**src/rtl/pixel_row_reader.sv**
```systemverilog
// ---------------------------------------------------------------------------
// pixel_row_reader
//
// Consumer-side frame readout controller for a pixel array. On START it walks
// the rows in order. For each row it:
//   - raises that row's read strobe,
//   - waits SETTLE_CYCLES for the shared row bus to settle,
//   - captures the whole row into a local buffer,
//   - streams the buffered pixels one per beat on a valid/ready interface.
// After the last beat of the last row it pulses DONE for one cycle.
//
// Ports:
//   CLK        rising-edge clock
//   RESET      asynchronous active-low reset
//   START      one-cycle frame request (ignored unless idle)
//   ROW_READ   one-hot row read strobes (bit r selects row r)
//   ROW_DATA   shared row bus, column i at bits [i*PIXEL_BITS +: PIXEL_BITS]
//   OUT_DATA   current pixel
//   OUT_VALID  beat valid
//   OUT_READY  consumer accepts the beat
//   OUT_ROW    row index of the current beat
//   OUT_COL    column index of the current beat
//   OUT_LAST   final pixel of the frame
//   BUSY       frame readout in progress (includes the DONE cycle)
//   DONE       one-cycle pulse after the final beat is accepted
// ---------------------------------------------------------------------------
module pixel_row_reader #(
    parameter int ARRAY_WIDTH   = 2,
    parameter int ARRAY_HEIGHT  = 2,
    parameter int PIXEL_BITS    = 8,
    parameter int SETTLE_CYCLES = 2
) (
    input  logic                                                     CLK,
    input  logic                                                     RESET,
    input  logic                                                     START,
    output logic [ARRAY_HEIGHT-1:0]                                  ROW_READ,
    input  logic [ARRAY_WIDTH*PIXEL_BITS-1:0]                        ROW_DATA,
    output logic [PIXEL_BITS-1:0]                                    OUT_DATA,
    output logic                                                     OUT_VALID,
    input  logic                                                     OUT_READY,
    output logic [(ARRAY_HEIGHT > 1 ? $clog2(ARRAY_HEIGHT) : 1)-1:0] OUT_ROW,
    output logic [(ARRAY_WIDTH > 1 ? $clog2(ARRAY_WIDTH) : 1)-1:0]   OUT_COL,
    output logic                                                     OUT_LAST,
    output logic                                                     BUSY,
    output logic                                                     DONE
);

    localparam int ROW_W = (ARRAY_HEIGHT > 1) ? $clog2(ARRAY_HEIGHT) : 1;
    localparam int COL_W = (ARRAY_WIDTH > 1) ? $clog2(ARRAY_WIDTH) : 1;
    // Counter must be able to hold SETTLE_CYCLES itself: it still increments
    // on the capture edge.
    localparam int CNT_W = $clog2(SETTLE_CYCLES + 1);

    localparam logic [ROW_W-1:0] ROW_LAST = ROW_W'(ARRAY_HEIGHT - 1);
    localparam logic [COL_W-1:0] COL_LAST = COL_W'(ARRAY_WIDTH - 1);
    localparam logic [CNT_W-1:0] CNT_LAST = CNT_W'(SETTLE_CYCLES - 1);

    generate
        if (SETTLE_CYCLES < 1) begin : g_bad_settle
            $error("pixel_row_reader: SETTLE_CYCLES must be >= 1");
        end
    endgenerate

    typedef enum logic [1:0] {
        IDLE   = 2'd0,
        SETTLE = 2'd1,
        STREAM = 2'd2,
        FINISH = 2'd3
    } state_t;

    state_t                  state;
    logic [ROW_W-1:0]        row;
    logic [COL_W-1:0]        col;
    logic [CNT_W-1:0]        settle_cnt;
    logic [PIXEL_BITS-1:0]   row_buf [ARRAY_WIDTH];

    logic [ROW_W-1:0]        row_nxt;
    logic [COL_W-1:0]        col_nxt;

    assign row_nxt = row + 1'b1;
    assign col_nxt = col + 1'b1;

    function automatic logic [ARRAY_HEIGHT-1:0] row_strobe(input logic [ROW_W-1:0] idx);
        row_strobe = '0;
        for (int r = 0; r < ARRAY_HEIGHT; r++) begin
            if (idx == ROW_W'(r)) row_strobe[r] = 1'b1;
        end
    endfunction

    // All outputs are registered and updated together with the state, so
    // each output value reflects the state being entered.
    always_ff @(posedge CLK or negedge RESET) begin
        if (!RESET) begin
            state      <= IDLE;
            row        <= '0;
            col        <= '0;
            settle_cnt <= '0;
            for (int i = 0; i < ARRAY_WIDTH; i++) row_buf[i] <= '0;
            ROW_READ   <= '0;
            OUT_DATA   <= '0;
            OUT_VALID  <= 1'b0;
            OUT_ROW    <= '0;
            OUT_COL    <= '0;
            OUT_LAST   <= 1'b0;
            BUSY       <= 1'b0;
            DONE       <= 1'b0;
        end else begin
            case (state)
                IDLE: begin
                    if (START) begin
                        state      <= SETTLE;
                        row        <= '0;
                        settle_cnt <= '0;
                        ROW_READ   <= row_strobe('0);
                        BUSY       <= 1'b1;
                    end
                end

                SETTLE: begin
                    settle_cnt <= settle_cnt + 1'b1;
                    if (settle_cnt == CNT_LAST) begin
                        // Capture edge: the bus has been driven long enough.
                        for (int i = 0; i < ARRAY_WIDTH; i++) begin
                            row_buf[i] <= ROW_DATA[i*PIXEL_BITS +: PIXEL_BITS];
                        end
                        col       <= '0;
                        state     <= STREAM;
                        ROW_READ  <= '0;
                        OUT_VALID <= 1'b1;
                        // First beat comes straight from the bus being captured.
                        OUT_DATA  <= ROW_DATA[PIXEL_BITS-1:0];
                        OUT_ROW   <= row;
                        OUT_COL   <= '0;
                        OUT_LAST  <= (row == ROW_LAST) && (ARRAY_WIDTH == 1);
                    end
                end

                STREAM: begin
                    if (OUT_READY) begin
                        if (col != COL_LAST) begin
                            col      <= col_nxt;
                            OUT_COL  <= col_nxt;
                            OUT_DATA <= row_buf[col_nxt];
                            OUT_LAST <= (row == ROW_LAST) && (col_nxt == COL_LAST);
                        end else begin
                            OUT_VALID <= 1'b0;
                            OUT_DATA  <= '0;
                            OUT_ROW   <= '0;
                            OUT_COL   <= '0;
                            OUT_LAST  <= 1'b0;
                            if (row != ROW_LAST) begin
                                row        <= row_nxt;
                                settle_cnt <= '0;
                                state      <= SETTLE;
                                ROW_READ   <= row_strobe(row_nxt);
                            end else begin
                                state <= FINISH;
                                DONE  <= 1'b1;
                            end
                        end
                    end
                end

                FINISH: begin
                    state <= IDLE;
                    DONE  <= 1'b0;
                    BUSY  <= 1'b0;
                end

                default: state <= IDLE;
            endcase
        end
    end

endmodule
```
**config.mk**
```make
export PLATFORM = sky130hd
export DESIGN_NAME = pixel_row_reader
export DESIGN_NICKNAME = d
export VERILOG_FILES = /design/src/rtl/pixel_row_reader.sv
export SDC_FILE = /design/constraint.sdc
export NUM_CORES = 1
export LEC_CHECK = 0
export ABC_AREA = 1
export BUFFER_PORTS_ARGS = -buffer_cell sky130_fd_sc_hd__buf_2
export CAP_MARGIN = 20
export CORE_ASPECT_RATIO = 0.75
export CORE_UTILIZATION = 40
export DETAILED_ROUTE_END_ITERATION = 6
export PLACE_DENSITY = 0.72
export SLEW_MARGIN = 10
export SYNTH_ARGS = -nofsm -noshare
export SYNTH_HDL_FRONTEND = slang
export SYNTH_SLANG_ARGS = --single-unit
```
**constraint.sdc**
```tcl
create_clock -name CLK -period 1.3 [get_ports CLK]
set_clock_uncertainty 0.05 [all_clocks]
set_input_delay 0.26 -clock CLK [delete_from_list [all_inputs] [get_ports CLK]]
set_output_delay 0.26 -clock CLK [all_outputs]
set_load 0.02 [all_outputs]
```
### Word-level counts from Yosys, hierarchy flattened

Index checks and enable logic that the tools add are counted.

* $add $sub $neg: 3
* magnitude comparators: 1
* equality and inequality tests: 10
* mux-type cells: 52
* bitwise logic cells: 1
* reduce and logical (&&, ||, !) cells: 16

Operators with widths (number)
* 8-bit 2-to-1 mux: 6
* 2-bit 2-to-1 mux: 13
* 1-bit 2-to-1 mux: 21
* 1-bit one-hot mux with 2 select lines: 8
* 8-bit one-hot mux with 2 select lines: 1
* 4-bit AND reduction: 4
* 2-bit inequality test, second input constant: 6
* 2-bit one-hot mux with 3 select lines: 2
* 2-bit one-hot mux with 4 select lines: 1
* 2-bit nonzero test: 4
* 6-bit AND reduction: 1
* 5-bit AND reduction: 1
* 2-bit by 1-bit == test with 1-bit output, second input constant: 2
* 2-bit == test, second input constant: 2
* 2-bit AND reduction: 2
* 3-bit AND reduction: 1
* 3-bit nonzero test: 1
* 1-bit adder, second input constant: 2
* 2-bit by 1-bit adder with 2-bit output, second input constant: 1
* 2-bit >= comparator, second input constant: 1
* 2-bit zero test: 1
* 1-bit NOT with 2-bit output: 1
* 1-bit logical AND: 1

* register bits after elaboration: 38
* input bits: 20
* logic and storage cells: 97

### Longest topological paths before layout

Gate-level depths: netlist (run 1).

* word-level depth: 8
* mapped depth: 9
* depth with buffers taken out: 9

### Worst setup path before layout (run 1)

No wires, ideal clock.

* path kind: register to register
* from: reg state[1]
* to: reg OUT_LAST
* setup time: 118 ps
* arrival time: 1078 ps
* setup slack: 54 ps
* stages on the path, launching flop included: 9
* cell sequence: dfrtp_1 > inv_2 > nand2_1 > nor2_2 > inv_2 > nand2_4 > inv_4 > nand2_1 > o21ai_2

* longest elaborated chain between the ends: 3

RTL lines
* start, declared: RTL line 71 `state_t state;`
* start signal, assigned: RTL line 94 `state <= IDLE;`
* start signal, assigned: RTL line 111 `state <= SETTLE;`
* start signal, assigned: RTL line 127 `state <= STREAM;`
* 2-bit by 1-bit == test with 1-bit output or 2-bit == test (tied branches): RTL line 108 `case (state)`
* 2-bit inequality test (no source line) or 2-bit nonzero test (tied branches)
* 3-bit AND reduction (no source line)
* end signal, assigned: RTL line 134 `OUT_LAST <= (row == ROW_LAST) && (ARRAY_WIDTH == 1);`
* end signal, assigned: RTL line 144 `OUT_LAST <= (row == ROW_LAST) && (col_nxt == COL_LAST);`
* end, declared: RTL line 43 `output logic OUT_LAST,`

Several ways; a longest one is shown, not always the timed one.
A chain may end at the register's enable or synchronous reset.

### Final worst setup path (run 1)

* from: reg settle_cnt[1]
* to: reg ROW_READ[1]

* longest elaborated chain between the ends: 3

RTL lines
* start, declared: RTL line 74 `logic [CNT_W-1:0] settle_cnt;`
* start signal, assigned: RTL line 120 `settle_cnt <= settle_cnt + 1'b1;`
* 2-bit by 1-bit == test with 1-bit output: RTL line 121 `if (settle_cnt == CNT_LAST) begin`
* 2-bit inequality test (no source line)
* 6-bit AND reduction (no source line)
* end signal, assigned: RTL line 114 `ROW_READ <= row_strobe('0);`
* end signal, assigned: RTL line 155 `ROW_READ <= row_strobe(row_nxt);`
* end, declared: RTL line 36 `output logic [ARRAY_HEIGHT-1:0] ROW_READ,`

No other way between the ends.

==> impl_metrics.env, run 1 <==
export IMPL_ys_seq_area_frac=0.545
export IMPL_r2r_start="settle_cnt[1]"
export IMPL_clock_latency_ns=0.28
export IMPL_p_per_area_mw_per_mm2=2540
export IMPL_reg2regPathDepth=7
export IMPL_setup_worst_path_end_class="flop"
export IMPL_wl_per_cell_um=11.5
export IMPL_numCtsBuffers=5
export IMPL_setup_viol=1
export IMPL_asyncSetResetFlopFracSynth=1.00
export IMPL_die_w_um=69.7
export IMPL_avgSynthCellArea_um2=7.91
export IMPL_maxCapViolCount=0
export IMPL_rows=18
export IMPL_synth_edf_count=0
export IMPL_final_antenna_net_count=0
export IMPL_p_leak_nw=1.08
export IMPL_rsz0062_at_grt="yes"
export IMPL_grt_pass1_wl_mm=5.03
export IMPL_ys_seq_elements=30
export IMPL_htreeDepth=2
export IMPL_layout_cells_non_filler=268
export IMPL_n_antenna_cell=0
export IMPL_clockBufferDepth=2
export IMPL_cts_tree="yes"
export IMPL_finalHoldViolCount=0
export IMPL_violations="negative setup slack"
export IMPL_fin_ws_ns=-0.00812
export IMPL_syn_cell_area_mm2=0.00138
export IMPL_synth_warnings=0
export IMPL_slew_headroom=0.833
export IMPL_wl_mm=3.08
export IMPL_synth_area_leaders="dfrtp_1, nand2_1, inv_1"
export IMPL_vias=1242
export IMPL_dpl_hpwl_mm=2.15
export IMPL_holdWs_ns=0.125
export IMPL_post_place_cells=257
export IMPL_crit_path_end="ROW_READ[1]"
export IMPL_fp_dieH_um=52.8
export IMPL_grt_pass1_vias=1085
export IMPL_worst_pin_slew_ns=0.251
export IMPL_yosys_area_top_type="dfrtp_1"
export IMPL_syn_inst=174
export IMPL_grt_max_degree=31
export IMPL_core_area_mm2=0.00329
export IMPL_period_minus_slack_ns=1.31
export IMPL_clock_fmax_mhz=764
export IMPL_status="finished with violations"
export IMPL_route_detailed_drc=0
export IMPL_fin_tns_setup_ns=-0.00812
export IMPL_synth_most_common_cell="nand2_1"
export IMPL_grt_usage=0.189
export IMPL_antenna_found_initial=0
export IMPL_routed_via_density=4.63
export IMPL_root_buffer="clkbuf_8"
export IMPL_crit_arrival_ns=1.43
export IMPL_globalRouteOverflowTotal=0
export IMPL_io_buffers=35
export IMPL_ioPinCount=36
export IMPL_start_util=0.419
export IMPL_synth_distinct_cells=18
export IMPL_synth_top_area_share=0.545
export IMPL_crit_start="settle_cnt[1]"
export IMPL_ff2ff_setup_slack_ns=-0.008
export IMPL_synth_nets=195
export IMPL_start_kind="flop"
export IMPL_synth_ff_type="dfrtp_1"
export IMPL_drt_initial_drc_count=105
export IMPL_area_delta_synth_final_pct=36.3
export IMPL_final_max_slew_viol_count=0
export IMPL_globalplace_congestion=0.899
export IMPL_cts_sinks=30
export IMPL_ys_top_cells_by_count="nand2_1, dfrtp_1, inv_1"
export IMPL_drtPass1Iterations=4
export IMPL_drive_gt1_frac=0.351
export IMPL_nNetsFinal=248
export IMPL_fin_crit_sh=1.01
export IMPL_power_mw=4.76
export IMPL_path_class="flop to flop"
export IMPL_ir_drop_mv=1.03
export IMPL_path_clk_slew_ns=0.06
export IMPL_dieArea_mm2=0.00368
export IMPL_required_ns=1.42
export IMPL_hold_path_class="input port to flop"
export IMPL_cp_max_fo=3
export IMPL_worstReg2RegEnd="ROW_READ[1]"
## how the worst min path moves through the flow
stage	from	end	slack, ns	cells past startpoint
after floorplan	RESET	BUSY	-0.09	0
after global placement	RESET	settle_cnt[0]	0.17	2
after detailed placement	RESET	settle_cnt[0]	0.18	2
after CTS	ROW_DATA[8]	row_buf[0]	0.12	3
after global routing	ROW_DATA[8]	row_buf[0]	0.13	3
final	ROW_DATA[14]	row_buf[6]	0.13	3
## area by class of cell
class / count / area, µm²
Multi-Input combinational cell: 126 / 601
Sequential cell: 30 / 752
Clock buffer: 8 / 110
Inverter: 16 / 62.6
Tap cell: 40 / 50.0
Timing Repair Buffer: 48 / 300
Fill cell: 304 / 1410
## critical path, cell delays in order (launching register included)
cell and delay [ns]:
dfrtp_1 0.39, inv_1 0.07, ha_2 0.17, inv_2 0.05, nand3_1 0.13, nand2_2 0.10
o21bai_1 0.17, nand2_1 0.06
## metrics by stage
stage / worst slack [ns] / util / area, µm²
3_5_place_dp: -0.0119 / 0.514 / 1690
4_1_cts: 0.00762 / 0.553 / 1820
5_1_grt: -0.0824 / 0.570 / 1880
2_1_floorplan: 0.0538 / - / 1380
6_report: -0.00812 / 0.570 / 1880
3_3_place_gp: 0.0422 / 0.514 / 1690
## routing by layer
metal,GRT usage,vias to the layer above,part of all wire
met2,0.272,32,0.44
met5,0,-,0
li1,-,646,-
met4,0.110,0,0.0088
met1,0.258,562,0.50
met3,0.0500,2,0.051
## state kept, by name (all words and copies together) (netlist names)
signal      flops
row_buf         8
DONE            1
row             1
OUT_DATA        8
col             1
settle_cnt      2
state           2
ROW_READ        2
OUT_COL         1
OUT_VALID       1
BUSY            1
OUT_LAST        1
OUT_ROW         1
## timing repair
action	CTS	global route
setup buffers	0	2
hold endpoints to repair	30	0
hold buffers	1	0
gates resized for setup	4	16
pin swaps	0	12
endpoints found under the setup margin	18	22
gates cloned	0	0
## cells in the final DEF (no fill, tap or decap), drive strengths merged
cell,count
ha,1
o21a,1
nor2,5
buf,47
o21ai,11
o21bai,2
dlygate4sd3,1
nand3,9
clkbuf,8
a31oi,1
dfrtp,30
inv,16
nand2,96
## report_power, final
part           total (mW)  leakage, nW  internal (mW)  switching, mW
sequential           1.66        0.375           1.38          0.287
combinational        2.23        0.646          0.853           1.38
clock               0.866       0.0575          0.534          0.333
## cells by family after synthesis
kind of cell | count (synthesis) | share of synthesized area
buffers and inverters | 18 | 0.0527
and+or+nand+nor | 110 | 0.326
adders and majority gates | 1 | 0.00909
AOI/OAI and AO/OA | 15 | 0.0664
DFF | 30 | 0.545
Note: power is estimated with default switching activity, not from simulation.
==> run 2, diff against run 1 <==
--- a/config.mk
+++ b/config.mk
@@ -11,7 +11,9 @@
 export CORE_ASPECT_RATIO = 0.75
 export CORE_UTILIZATION = 40
 export DETAILED_ROUTE_END_ITERATION = 6
+export GPL_TIMING_DRIVEN = 0
 export PLACE_DENSITY = 0.72
+export REMOVE_ABC_BUFFERS = 1
 export SLEW_MARGIN = 10
 export SYNTH_ARGS = -nofsm -noshare
 export SYNTH_HDL_FRONTEND = slang
==> impl_metrics.env, run 2 (synthesis results as in run 1) <==
export IMPL_holdWs_ns=0.128
export IMPL_final_max_slew_viol_count=0
export IMPL_placed_area_mm2=0.00159
export IMPL_grt_pass1_wl_mm=5.14
export IMPL_cts_tree="yes"
export IMPL_finalHoldViolCount=0
export IMPL_routed_via_density=4.69
export IMPL_setup_worst_path_end_class="flop"
export IMPL_path_buf_inv=2
export IMPL_required_ns=1.42
export IMPL_drtPass1Iterations=4
export IMPL_path_clk_slew_ns=0.07
export IMPL_globalplace_congestion=0.889
export IMPL_cp_top_family="flip-flops"
export IMPL_p_int_mw=2.81
export IMPL_violations="negative setup slack"
export IMPL_rows=18
export IMPL_p_per_area_mw_per_mm2=2600
export IMPL_grt_pass1_vias=1137
export IMPL_htreeDepth=2
export IMPL_num_fill_cells=289
export IMPL_clock_latency_ns=0.28
export IMPL_nNetsFinal=248
export IMPL_ir_drop_mv=1.08
export IMPL_combPwrFrac=0.471
export IMPL_die_w_um=69.7
export IMPL_layout_common_cells="nand2_1, buf_2, dfrtp_1, inv_1, buf_4"
export IMPL_dpl_hpwl_mm=2.04
export IMPL_drt_initial_drc_count=70
export IMPL_slew_headroom=0.560
export IMPL_crit_arrival_ns=1.43
export IMPL_route_detailed_drc=0
export IMPL_clock_power_share=0.187
export IMPL_clock_fmax_mhz=767
export IMPL_grt_usage=0.190
export IMPL_worst_pin_slew_ns=0.660
export IMPL_fin_area_mm2=0.00188
export IMPL_hold_path_class="input port to flop"
export IMPL_register_area_um2=753
export IMPL_fin_tns_setup_ns=-0.00430
export IMPL_crit_slowest_cell="dfrtp_2"
export IMPL_grt_max_degree=31
export IMPL_cts_sinks=30
export IMPL_wl_per_cell_um=12.1
export IMPL_crit_path_max_incr_delay_ns=0.44
export IMPL_fp_dieH_um=52.8
export IMPL_multiInputGateArea_um2=614
export IMPL_globalRouteOverflowTotal=0
export IMPL_fin_ws_ns=-0.00374
export IMPL_setup_viol=2
export IMPL_start_util=0.419
export IMPL_mostFrequentLayoutCell="nand2_1"
export IMPL_root_buffer="clkbuf_8"
export IMPL_period_minus_slack_ns=1.30
export IMPL_switching_share=0.424
export IMPL_path_class="flop to flop"
export IMPL_p_leak_nw=1.07
export IMPL_seqPwrFrac=0.342
export IMPL_numCtsBuffers=5
export IMPL_antenna_found_initial=0
export IMPL_status="finished with violations"
export IMPL_vias=1258
export IMPL_rsz0062_at_grt="yes"
export IMPL_dieArea_mm2=0.00368
export IMPL_fin_crit_sh=1.00
export IMPL_clockBufferDepth=2
export IMPL_drive_gt1_frac=0.329
export IMPL_cp_max_fo=7
export IMPL_maxCapViolCount=0
export IMPL_n_antenna_cell=0
export IMPL_ioPinCount=36
export IMPL_switchingPower_mw=2.08
export IMPL_top_regs="OUT_DATA: 8 flops, row_buf: 8 flops"
export IMPL_io_buffers=35
export IMPL_final_antenna_net_count=0
export IMPL_path_common_cell="nand2_1"
export IMPL_wl_mm=3.24
export IMPL_area_delta_synth_final_pct=36.6
export IMPL_core_area_mm2=0.00329
export IMPL_start_kind="flop"
export IMPL_path_cells="inv_4, nand2_2, nor2_4, buf_6, o21ai_4, nand2_1, nand2_1"
==> run 2: changes by cell type in the layout (fill, tap and decap cells not counted), sizes merged <==
cell	change
buf	-1
bufinv	+1
nand2	+1
clkinv	+2
clkbuf	-3
==> run 2: final timing paths <==
| path | end | cells past startpoint | slack [ns] | from |
|---|---|---|---|---|
| setup reg to reg | OUT_VALID | 7 | -0.004 | state[1] |
| max in group asynchronous | state[1] | 2 | 0.23 | RESET |
| hold reg to reg | OUT_DATA[5] | 2 | 0.41 | OUT_DATA[5] |
| hold / removal | row_buf[7] | 3 | 0.13 | ROW_DATA[15] |
| min in group asynchronous | BUSY | 2 | 0.49 | RESET |
| setup / recovery | OUT_VALID | 7 | -0.004 | state[1] |
==> run 2: power by group through the flow <==
stage	logic (mW)	registers [mW]	clock network, mW
finish	2.30	1.67	0.914
global route	2.55	1.72	0.978
CTS	2.07	1.66	0.929
detailed placement	1.79	1.67	0
global placement	1.74	1.67	0
floorplan	1.02	1.89	0
==> run 2: cell type report <==
| type | count | share of cell area |
|---|---|---|
| inverter | 16 | 0.0373 |
| sequential | 30 | 0.401 |
| tap | 40 | 0.0266 |
| clock inverter | 3 | 0.0213 |
| multi-input combinational | 127 | 0.327 |
| clock buffer | 5 | 0.0366 |
| timing repair buffer | 47 | 0.151 |
==> run 2: through the flow <==
step                std cells   util  setup slack, ns  power [mW]
global placement          247  0.484           -0.504        3.41
detailed placement        247  0.484           -0.505        3.47
floorplan                 172      -           -0.229        2.92
global route              268  0.572          -0.0699        5.25
CTS                       264  0.549          0.00736        4.66
finish                    268  0.572         -0.00374        4.89
==> run 2: worst min-delay path: stages <==
cell and delay [ns]:
buf_2 0.07, nand2_1 0.04, nand2_1 0.05
==> run 2: metal layers <==
layer | vias to the layer above | wire [µm] | global-route usage
met4 | 0 | 48 | 0.0933
met2 | 34 | 1450 | 0.282
li1 | 645 | - | -
met5 | - | 0 | 0
met3 | 5 | 158 | 0.0596
met1 | 574 | 1590 | 0.252
==> run 2: timing repair <==
action	4_1_cts	5_1_grt
hold buffers	1	0
gates cloned	1	0
setup buffers	7	4
setup endpoints to repair	21	24
pin swaps	3	2
resized for setup	14	7
hold endpoints to repair	30	0
==> run 3, diff against run 2 <==
--- a/config.mk
+++ b/config.mk
@@ -10,6 +10,7 @@
 export CAP_MARGIN = 20
 export CORE_ASPECT_RATIO = 0.75
 export CORE_UTILIZATION = 40
+export CTS_BUF_LIST = sky130_fd_sc_hd__clkbuf_8 sky130_fd_sc_hd__clkbuf_16
 export DETAILED_ROUTE_END_ITERATION = 6
 export GPL_TIMING_DRIVEN = 0
 export PLACE_DENSITY = 0.72
==> constraint.sdc (replaced) <==
create_clock -name CLK -period 1.1 [get_ports CLK]
set_clock_uncertainty 0.05 [all_clocks]
set_input_delay 0.22 -clock CLK [delete_from_list [all_inputs] [get_ports CLK]]
set_output_delay 0.22 -clock CLK [all_outputs]
set_load 0.02 [all_outputs]
==> impl_metrics.env, run 3 (synthesis results as in run 1) <==
export IMPL_status="finished with violations"
export IMPL_violations="negative setup slack"
export IMPL_cp_max_fo=10
export IMPL_grt_pass1_wl_mm=5.15
export IMPL_route_detailed_drc=0
export IMPL_path_clk_slew_ns=0.07
export IMPL_p_leak_nw=1.17
export IMPL_ioPinCount=36
export IMPL_crit_arrival_ns=1.43
export IMPL_layout_cells_non_filler=279
export IMPL_clock_fmax_mhz=760
export IMPL_root_buffer="clkbuf_8"
export IMPL_cts_tree="yes"
export IMPL_drtPass1Iterations=5
export IMPL_final_antenna_net_count=0
export IMPL_numCtsBuffers=5
export IMPL_post_place_cells=247
export IMPL_maxCapViolCount=0
export IMPL_globalplace_congestion=0.889
export IMPL_dpl_hpwl_mm=2.04
export IMPL_vias=1338
export IMPL_fin_crit_sh=1.20
export IMPL_layout_common_cells="nand2_1, dfrtp_1, buf_4, buf_2, buf_6"
export IMPL_fin_ws_ns=-0.215
export IMPL_crit_slowest_cell="dfrtp_2"
export IMPL_register_area_um2=753
export IMPL_holdWs_ns=0.0898
export IMPL_slew_headroom=0.723
export IMPL_fp_dieH_um=52.8
export IMPL_multiInputGateArea_um2=652
export IMPL_clock_latency_ns=0.28
export IMPL_mostFrequentLayoutCell="nand2_1"
export IMPL_dieArea_mm2=0.00368
export IMPL_finalHoldViolCount=0
export IMPL_p_int_mw=3.83
export IMPL_grt_max_degree=31
export IMPL_fin_tns_setup_ns=-4.89
export IMPL_switching_share=0.409
export IMPL_nNetsFinal=259
export IMPL_dr_wl_met3_um=206
export IMPL_wl_mm=3.50
export IMPL_start_kind="flop"
export IMPL_period_minus_slack_ns=1.32
export IMPL_crit_path_max_incr_delay_ns=0.48
export IMPL_ir_drop_mv=1.38
export IMPL_setup_viol=29
export IMPL_routed_via_density=4.80
export IMPL_path_common_cell="nand2_1"
export IMPL_required_ns=1.22
export IMPL_drive_gt1_frac=0.389
export IMPL_worst_pin_slew_ns=0.415
export IMPL_ff2ff_setup_slack_ns=-0.22
export IMPL_cts_sinks=30
export IMPL_combPwrFrac=0.519
export IMPL_grt_pass1_vias=1138
export IMPL_path_buf_inv=1
export IMPL_setup_worst_path_end_class="flop"
export IMPL_area_delta_synth_final_pct=52.2
export IMPL_power_mw=6.48
export IMPL_antenna_found_initial=0
export IMPL_start_util=0.419
export IMPL_globalRouteOverflowTotal=0
export IMPL_num_fill_cells=260
export IMPL_clockBufferDepth=2
export IMPL_wirelength_met1_mm=1.63
export IMPL_rows=18
export IMPL_grt_usage=0.190
export IMPL_wl_per_cell_um=12.5
export IMPL_n_antenna_cell=0
export IMPL_htreeDepth=2
export IMPL_core_area_mm2=0.00329
export IMPL_rsz0062_at_grt="yes"
export IMPL_hold_path_class="input port to flop"
export IMPL_dr_max_layer_used="met4"
export IMPL_path_cells="nor2_4, nand2_1, nand2_8, inv_6, nand2_1, o21ai_2"
export IMPL_p_per_area_mw_per_mm2=3100
export IMPL_io_buffers=35
export IMPL_clock_power_share=0.166
export IMPL_drt_initial_drc_count=71
export IMPL_final_max_slew_viol_count=0
export IMPL_top_regs="OUT_DATA: 8 flops, row_buf: 8 flops"
export IMPL_seqPwrFrac=0.315
export IMPL_cp_top_family="simple AND/OR/NAND/NOR gates"
export IMPL_wl_met2_mm=1.59
export IMPL_die_w_um=69.7
export IMPL_path_class="flop to flop"
export IMPL_switchingPower_mw=2.65
## run 3: changes by cell type in the layout (fill, tap and decap cells not counted), moves of 2 or more
cell,before,now
buf_4,9,23
o21ai_0,7,3
nand2_1,91,89
o21ai_1,1,3
nand3_1,8,5
o21ai_2,1,3
nand3_2,1,4
buf_6,1,14
buf_2,35,18
## run 3: cell type report
| class | instances | share of cell area |
|---|---|---|
| sequential | 30 | 0.360 |
| multi-input combinational | 127 | 0.311 |
| timing repair buffer | 58 | 0.219 |
| inverter | 16 | 0.0346 |
| clock buffer | 5 | 0.0329 |
| tap | 40 | 0.0239 |
| clock inverter | 3 | 0.0191 |
## run 3: routing by layer
metal / track usage / up-vias
li1: - / 668
met1: 0.257 / 613
met2: 0.275 / 49
met3: 0.0712 / 8
met4: 0.0800 / 0
met5: 0 / -
## run 3: worst paths after layout
path	depth (start not counted)	endpoint	from
setup reg to reg	6	OUT_LAST	state[0]
hold reg to reg	2	row_buf[1]	row_buf[1]
hold / removal	3	row_buf[7]	ROW_DATA[15]
max in group asynchronous	2	state[1]	RESET
setup / recovery	6	OUT_LAST	state[0]
min in group asynchronous	2	BUSY	RESET
## run 3: worst min-delay path, cell delays in order
cell and delay, ns:
buf_2 0.07, nand2_1 0.04, nand2_1 0.05
## run 3: per-stage QoR
step	util	setup slack, ns	area (µm²)
detailed placement	0.484	-0.705	1590
global route	0.637	-0.283	2090
finish	0.637	-0.215	2090
CTS	0.558	-0.192	1830
global placement	0.484	-0.704	1590
floorplan	-	-0.429	1370
## run 3: timing repair
item,4_1_cts,5_1_grt
gates cloned,1,0
pin swaps,4,5
hold buffers,1,0
hold endpoints to repair,30,0
resized for setup,23,42
setup endpoints to repair,30,75
buffers inserted,8,14
## run 3: power by group through the flow
stage	registers, mW	clock network (mW)	logic, mW
5_1_grt	2.09	1.16	3.68
6_report	2.04	1.08	3.37
3_5_place_dp	1.98	0	2.12
2_1_floorplan	2.24	0	1.21
4_1_cts	1.97	1.10	2.54
3_3_place_gp	1.97	0	2.06
